File: src/rtl/phase_sweep.sv
// Phase-increment sweep generator for an NCO/CORDIC stage: holds a CPU-set increment
// when idle, otherwise steps f_start..f_stop by f_step with a programmable dwell.
module phase_sweep #(
  parameter int PW = 19,
  parameter int DW = 16
) (
  input  logic          sys_clk,
  input  logic          rst_n,
  input  logic [PW-1:0] manual_inc,
  input  logic [PW-1:0] f_start,
  input  logic [PW-1:0] f_stop,
  input  logic [PW-1:0] f_step,
  input  logic [DW-1:0] dwell,
  input  logic          cont,
  input  logic          start,
  input  logic          abort,
  output logic [PW-1:0] phase_inc,
  output logic          step_strobe,
  output logic          busy,
  output logic          done,
  output logic          err,
  output logic [1:0]    fsm_state
);

  // start and abort are single-cycle pulses sampled on the rising edge; there is no
  // ready/acknowledge, so a start arriving in DWELL is simply dropped.
  typedef enum logic [1:0] {IDLE = 2'd0, DWELL = 2'd1, HOLD = 2'd2} state_t;

  state_t        state;
  logic [PW-1:0] start_s, stop_s, step_s;
  logic [DW-1:0] dwell_s, cnt;
  logic          cont_s;
  logic [PW:0]   next_inc;
  logic          step_fits;
  logic          start_ok;

  // One extra bit catches carry-out so the increment never wraps modulo 2^PW.
  assign next_inc  = {1'b0, phase_inc} + {1'b0, step_s};
  assign step_fits = !next_inc[PW] && (next_inc[PW-1:0] <= stop_s);
  assign start_ok  = (f_step != '0) && (f_start <= f_stop);
  assign fsm_state = state;

  always_ff @(posedge sys_clk or negedge rst_n) begin
    if (!rst_n) begin
      state       <= IDLE;
      phase_inc   <= '0;
      step_strobe <= 1'b0;
      busy        <= 1'b0;
      done        <= 1'b0;
      err         <= 1'b0;
      cnt         <= '0;
      start_s     <= '0;
      stop_s      <= '0;
      step_s      <= '0;
      dwell_s     <= '0;
      cont_s      <= 1'b0;
    end else begin
      step_strobe <= 1'b0;
      done        <= 1'b0;
      err         <= 1'b0;
      if (abort) begin
        state     <= IDLE;
        phase_inc <= manual_inc;
        busy      <= 1'b0;
      end else begin
        case (state)
          IDLE, HOLD: begin
            if (start && start_ok) begin
              start_s     <= f_start;
              stop_s      <= f_stop;
              step_s      <= f_step;
              dwell_s     <= dwell;
              cont_s      <= cont;
              phase_inc   <= f_start;
              step_strobe <= 1'b1;
              busy        <= 1'b1;
              cnt         <= dwell;
              state       <= DWELL;
            end else if (start) begin
              err       <= 1'b1;
              state     <= IDLE;
              phase_inc <= manual_inc;
            end else if (state == IDLE) begin
              phase_inc <= manual_inc;
            end
          end
          DWELL: begin
            if (cnt != '0) begin
              cnt <= cnt - 1'b1;
            end else if (step_fits) begin
              phase_inc   <= next_inc[PW-1:0];
              step_strobe <= 1'b1;
              cnt         <= dwell_s;
            end else if (cont_s) begin
              phase_inc   <= start_s;
              step_strobe <= 1'b1;
              cnt         <= dwell_s;
            end else begin
              state <= HOLD;
              busy  <= 1'b0;
              done  <= 1'b1;
            end
          end
          default: state <= IDLE;
        endcase
      end
    end
  end

endmodule

File: config.mk
export PLATFORM = sky130hd
export DESIGN_NAME = phase_sweep
export DESIGN_NICKNAME = d
export VERILOG_FILES = /design/src/rtl/phase_sweep.sv
export SDC_FILE = /design/constraint.sdc
export NUM_CORES = 1
export LEC_CHECK = 0
export CORE_ASPECT_RATIO = 0.75
export CORE_MARGIN = 2
export CORE_UTILIZATION = 49
export CTS_CLUSTER_DIAMETER = 200
export DETAILED_ROUTE_END_ITERATION = 10
export PLACE_DENSITY_LB_ADDON = 0.12
export SKIP_CTS_REPAIR_TIMING = 1
export SYNTH_ARGS = -nofsm -noshare
export SYNTH_HDL_FRONTEND = slang
export SYNTH_SLANG_ARGS = --single-unit
File: constraint.sdc
create_clock -name sys_clk -period 5.2 [get_ports sys_clk]
set_input_delay 0.52 -clock sys_clk [delete_from_list [all_inputs] [get_ports sys_clk]]
set_output_delay 0.52 -clock sys_clk [all_outputs]
set_load 0.01 [all_outputs]
; Yosys cells after proc, flatten, opt, wreduce, memory -nomap -nowiden
; Index checks and enable logic that the tools add are counted.
[op_classes]
muxes = 41
bitwise = 1
n_reduce_logical = 15
add_sub_neg = 2
n_lt_le_gt_ge = 2
eq_ne = 11
[op_table]
columns = cell, n
row1 = $mux 19, 7
row2 = $mux 16, 4
row3 = $le 19x19->1, 2
row4 = $pmux 19 s2, 1
row5 = $pmux 16 s2, 1
row6 = $add 19x19->20, 1
row7 = $mux 1, 19
row8 = $reduce_bool 19->1, 1
row9 = $reduce_bool 16->1, 1
row10 = $sub 16x1->16 const B, 1
row11 = $mux 2, 6
row12 = $ne 3x3->1 const B, 4
row13 = $ne 4x4->1 const B, 3
row14 = $reduce_and 4->1, 3
row15 = $ne 5x5->1 const B, 1
row16 = $reduce_and 5->1, 1
row17 = $pmux 1 s2, 2
row18 = $pmux 2 s2, 1
row19 = $logic_and 1x1->1, 3
row20 = $reduce_and 3->1, 1
row21 = $reduce_bool 3->1, 1
row22 = $eq 2x1->1 const B, 1
row23 = $eq 2x2->1 const B, 1
row24 = $logic_not 2->1, 1
row25 = other kinds (5), 5
[totals]
output_inout_bits = 25
word_cells = 84
reg_bits = 115

; Logic depth before layout (Yosys ltp)
[logic_depth]
word_depth = 7
depth_mapped = 20
mapped_depth_nobuf = 18

; Worst setup path before layout
; No wires, ideal clock.
[synth_timing]
path_type = register to register
start = register phase_inc[0]
end = register phase_inc[10]
n_path_buf = 2
setup_slack_ns = 0.294
setup_time_ns = 0.125
arrival_ns = 4.780
stages_incl_launch_ff = 21
path_cell_list = dfrtp_1 -> ha_1 -> inv_1 -> fa_1 -> nor2b_1 -> o31ai_1 -> a211o_1 -> a31o_2 -> and2_1 -> o21ai_0 -> xor2_1 -> ha_1 -> and4_1 -> nand4_1 -> or3_1 -> a221o_1 -> a211oi_4 -> or2_1 -> buf_6 -> buf_12 -> mux2_4
[synth_via]
elab_chain_len = 7
[synth_lines]
columns = element, line
row1 = start: declaration, 17  ; output logic [PW-1:0] phase_inc,
row2 = start signal: assignment, 63  ; phase_inc <= manual_inc;
row3 = start signal: assignment, 74  ; phase_inc <= f_start;
row4 = start signal: assignment, 82  ; phase_inc <= manual_inc;
row5 = $add 19x19->20 *, 38  ; assign next_inc = {1'b0, phase_inc} + {1'b0, step_s};
row6 = $le 19x19->1 / $logic_not 1->1 (equally long branches), 39  ; assign step_fits = !next_inc[PW] && (next_inc[PW-1:0] <= stop_s);
row7 = $logic_and 1x1->1, 39
row8 = $mux 19, 90  ; end else if (step_fits) begin
row9 = $mux 19, 88  ; if (cnt != '0) begin
row10 = $pmux 19 s2, 66  ; case (state)
row11 = $mux 19, 61  ; if (abort) begin
; Mark *: on every way between the ends. The rest lies on a longest branch, timed or not. The select of a mux whose other input is x is not followed.
; A chain may end at the register's enable or synchronous reset.

; Worst setup path in the final report
[layout_timing]
start = register phase_inc[0]
end = register phase_inc[1]
; Same word-level chain as after synthesis.

==> results by group <==
Floorplan
  • Die area: 16,300 um^2
  • IO Pins: 122
  • Die W: roughly 150 um
  • Row count: 39
  • Core outline area: ~15,000 um^2
  • Die height: roughly 110 um
  • Starting density of the core: 0.496

Synth
  • Yosys cell types: 68
  • Synth warn: 0
  • Top post-synthesis cells by area: dfrtp_1 38%, ha_1 9.9%, mux2_2 9.6%
  • Post-synth EDFFs: 0
  • Post-synth top cells: 115 x dfrtp_1, 73 x nand2_1, 64 x mux2_2
  • Syn Nets: 931
  • Sequential cell area fraction in the yosys report: 0.385
  • Most frequent cell after synthesis: dfrtp_1
  • Top cell type's share of synthesized area: 0.385
  • Syn Std Cell Area: 7480 um^2
  • Top cell type by total area after synthesis: dfrtp_1
  • Seq cells post-synth: 115
  • Top_reg_cell synth: dfrtp_1
  • Synth async-reset ratio: 1.00
  • Cell count after synthesis: between 700 and 800
  • Syn_area_per_cell: a little under 10 um^2

Global routing
  • Pin count of the biggest net entering global routing: a little under 70
  • Initial antenna violation count: 0
  • Vias in the first global route: ~6,200
  • First-pass GRT wire length: between 30,000 and 40,000 um
  • Congestion Overflow GR: 0
  • GRT Resource Usage Total: 0.269

Clock network
  • CTS tree: done
  • Skew-Pair Late Insertion Delay: approximately 420 ps
  • Sink Count: roughly 120
  • Clock-pin slew on the worst setup and hold paths: ~50 ps
  • Bufs on Longest Clock Path: 2
  • Cts bufs inserted: 17
  • CTS H-tree lvls: 4
  • Root buf cell: clkbuf_16

Timing
  • Final min period: 4890 ps
  • Final hold slack: 205 ps
  • Normalized max-slew margin: 0.218
  • Final Cycle Share: 0.941
  • Setup Viol. Count Final: 0
  • Final Skew: approximately 10 ps
  • Max Slew Vio Count: 0
  • Setup TNS: 0 ps
  • Unrepaired setup endpoints after global routing: false
  • Least-Margin Pin Slew: 1170 ps
  • Fin. Hold Viols: 0
  • Max Fclk: just over 200 MHz

Power
  • Lkg Pwr: 4.15 nW
  • Peak supply drop: 285 uV
  • P per Cell Area: 489 nW/um^2

Finish
  • Diodes inserted: 0
  • Share of layout cells above drive strength 1: 0.147
  • Layout area overhead: 27.0%
  • Filler cells: 1,226
  • NumNets Final: approximately 1,000

Setup path
  • Worst Path Required: between 5000 and 6000 ps
  • Crit. End Element: register
  • Worst Path Arrival: approximately 5200 ps
  • CP cell instances: ha_1 > inv_1 > fa_1 > nor2b_2 > o31a_1 > o21ai_0 > a21oi_1 > o21a_1 > nor2_1 > ha_1 > a211oi_1 > nor2_1 > a2111oi_0 > buf_4 > o21ai_1 > a221o_1 > a211oi_4 > or2_1 > buf_12 > mux2_2
  • Critical path's slowest cell: dfrtp_1
  • Worst Path Max Fanout: 19
  • CP top delay family: compound AO/OA/AOI/OAI gates
  • Buf+Inv Stages, Crit Path: 3
  • Worst stage delay on the critical path: approximately 400 ps
  • Kind of critical path: reg2reg
  • Startpoint class of the critical path: register

Place
  • Post-DP HPWL: about 16,000 um
  • Port Buffers: ~120
  • Routability congestion estimate: between 0.8 and 0.9

Route
  • DR WL/cell: 19.2 um
  • DR iter-0 viols: between 400 and 500
  • Post-Route WL: about 21,000 um
  • Vias per cell: slightly below 6
  • Iteration count of the initial detailed-routing pass: 4
  • Antenna Nets Post-Route: 0
  • DRC viols: 0
  • Vias: between 6,000 and 7,000

Job
  • Maxcap violations: 0

Run status
  • Outcome: finished clean

Hold path
  • Hold Path Class: in2async
==> final timing paths <==
kind                              start           end  slack (ps)  depth (start not counted)
max reg2reg                phase_inc[0]  phase_inc[1]         310                         20
max                        phase_inc[0]  phase_inc[1]         310                         20
min reg2reg                  start_s[8]    start_s[8]         500                          1
min in group sys_clk         start_s[8]    start_s[8]         500                          1
min                               rst_n    dwell_s[4]         200                          1
max in group asynchronous         rst_n    step_s[11]        3790                          2
==> layout make-up <==
cell class | instances | area (um^2) | area share
Multi-Input combinational cell | 570 | 4260 | 0.449
Sequential cell | 115 | 2880 | 0.303
Clock inverter | 4 | 20.0 | 0.00211
Tap cell | 205 | 256 | 0.0270
Inverter | 54 | 203 | 0.0214
Clock buffer | 27 | 533 | 0.0561
Timing Repair Buffer | 134 | 1340 | 0.142
==> logic make-up (layout without fill, tap and decap cells) <==
family          after synthesis  count (layout)  share of synthesized area
mux                          85              85                      0.129
buf+inv                      89             219                     0.0495
simple gates                214             214                      0.136
compound gates              190             190                      0.176
fa+ha+maj                    60              60                      0.101
flops                       115             115                      0.385
xor+xnor                     21              21                     0.0246
==> cell usage in the layout, fill, tap and decap left out, drive strengths merged, types with 5 or more instances in the layout <==
cell type and n:
and3 6, o21ai 56, clkdlybuf4s50 120, ha 59
nor3 12, nand3 32, xor2 10, mux2i 15
nand2 73, dfrtp 115, a211oi 18, and2 6
nor4 11, nor2b 6, o221ai 15, clkbuf 27
a21o 11, o21a 5, nand4 12, mux2 70
or3 6, xnor2 11, inv 54, buf 14
a21oi 45, nor2 39
==> per-stage QoR <==
step | power, W | cell area, um^2 | instances | util | setup slack (ps)
6_report | 0.00464 | 9490 | 1109 | 0.630 | 305
5_1_grt | 0.00494 | 9490 | 1109 | 0.630 | 74.7
4_1_cts | 0.00462 | 9490 | 1109 | 0.629 | 105
3_5_place_dp | 0.00352 | 8930 | 1078 | 0.592 | 107
3_3_place_gp | 0.00343 | 8930 | 1078 | 0.592 | 250
2_1_floorplan | 0.00278 | 7480 | 774 | - | 294
==> registers in the layout, summed over array words and instances (netlist names) <==
signal       flops
dwell_s         16
stop_s          19
step_strobe      1
start_s         19
cont_s           1
phase_inc       19
cnt             16
fsm_state        2
done             1
step_s          19
err              1
busy             1
==> per-layer routing <==
layer	vias up	GRT usage	share of wire	routed length, um
met5	-	0	0	0
met4	0	0.0621	0.0079	168
met3	17	0.0658	0.074	1580
met2	214	0.368	0.41	8690
met1	3133	0.425	0.51	10800
li1	3059	-	-	-
==> where the power goes <==
group          total (W)  leakage, nW  internal [W]  switching (W)
registers        0.00132         1.39       0.00114       0.000186
logic            0.00223         2.48       0.00102        0.00121
clock network    0.00109        0.279      0.000691       0.000397
Power figures use the tool's default switching activity.
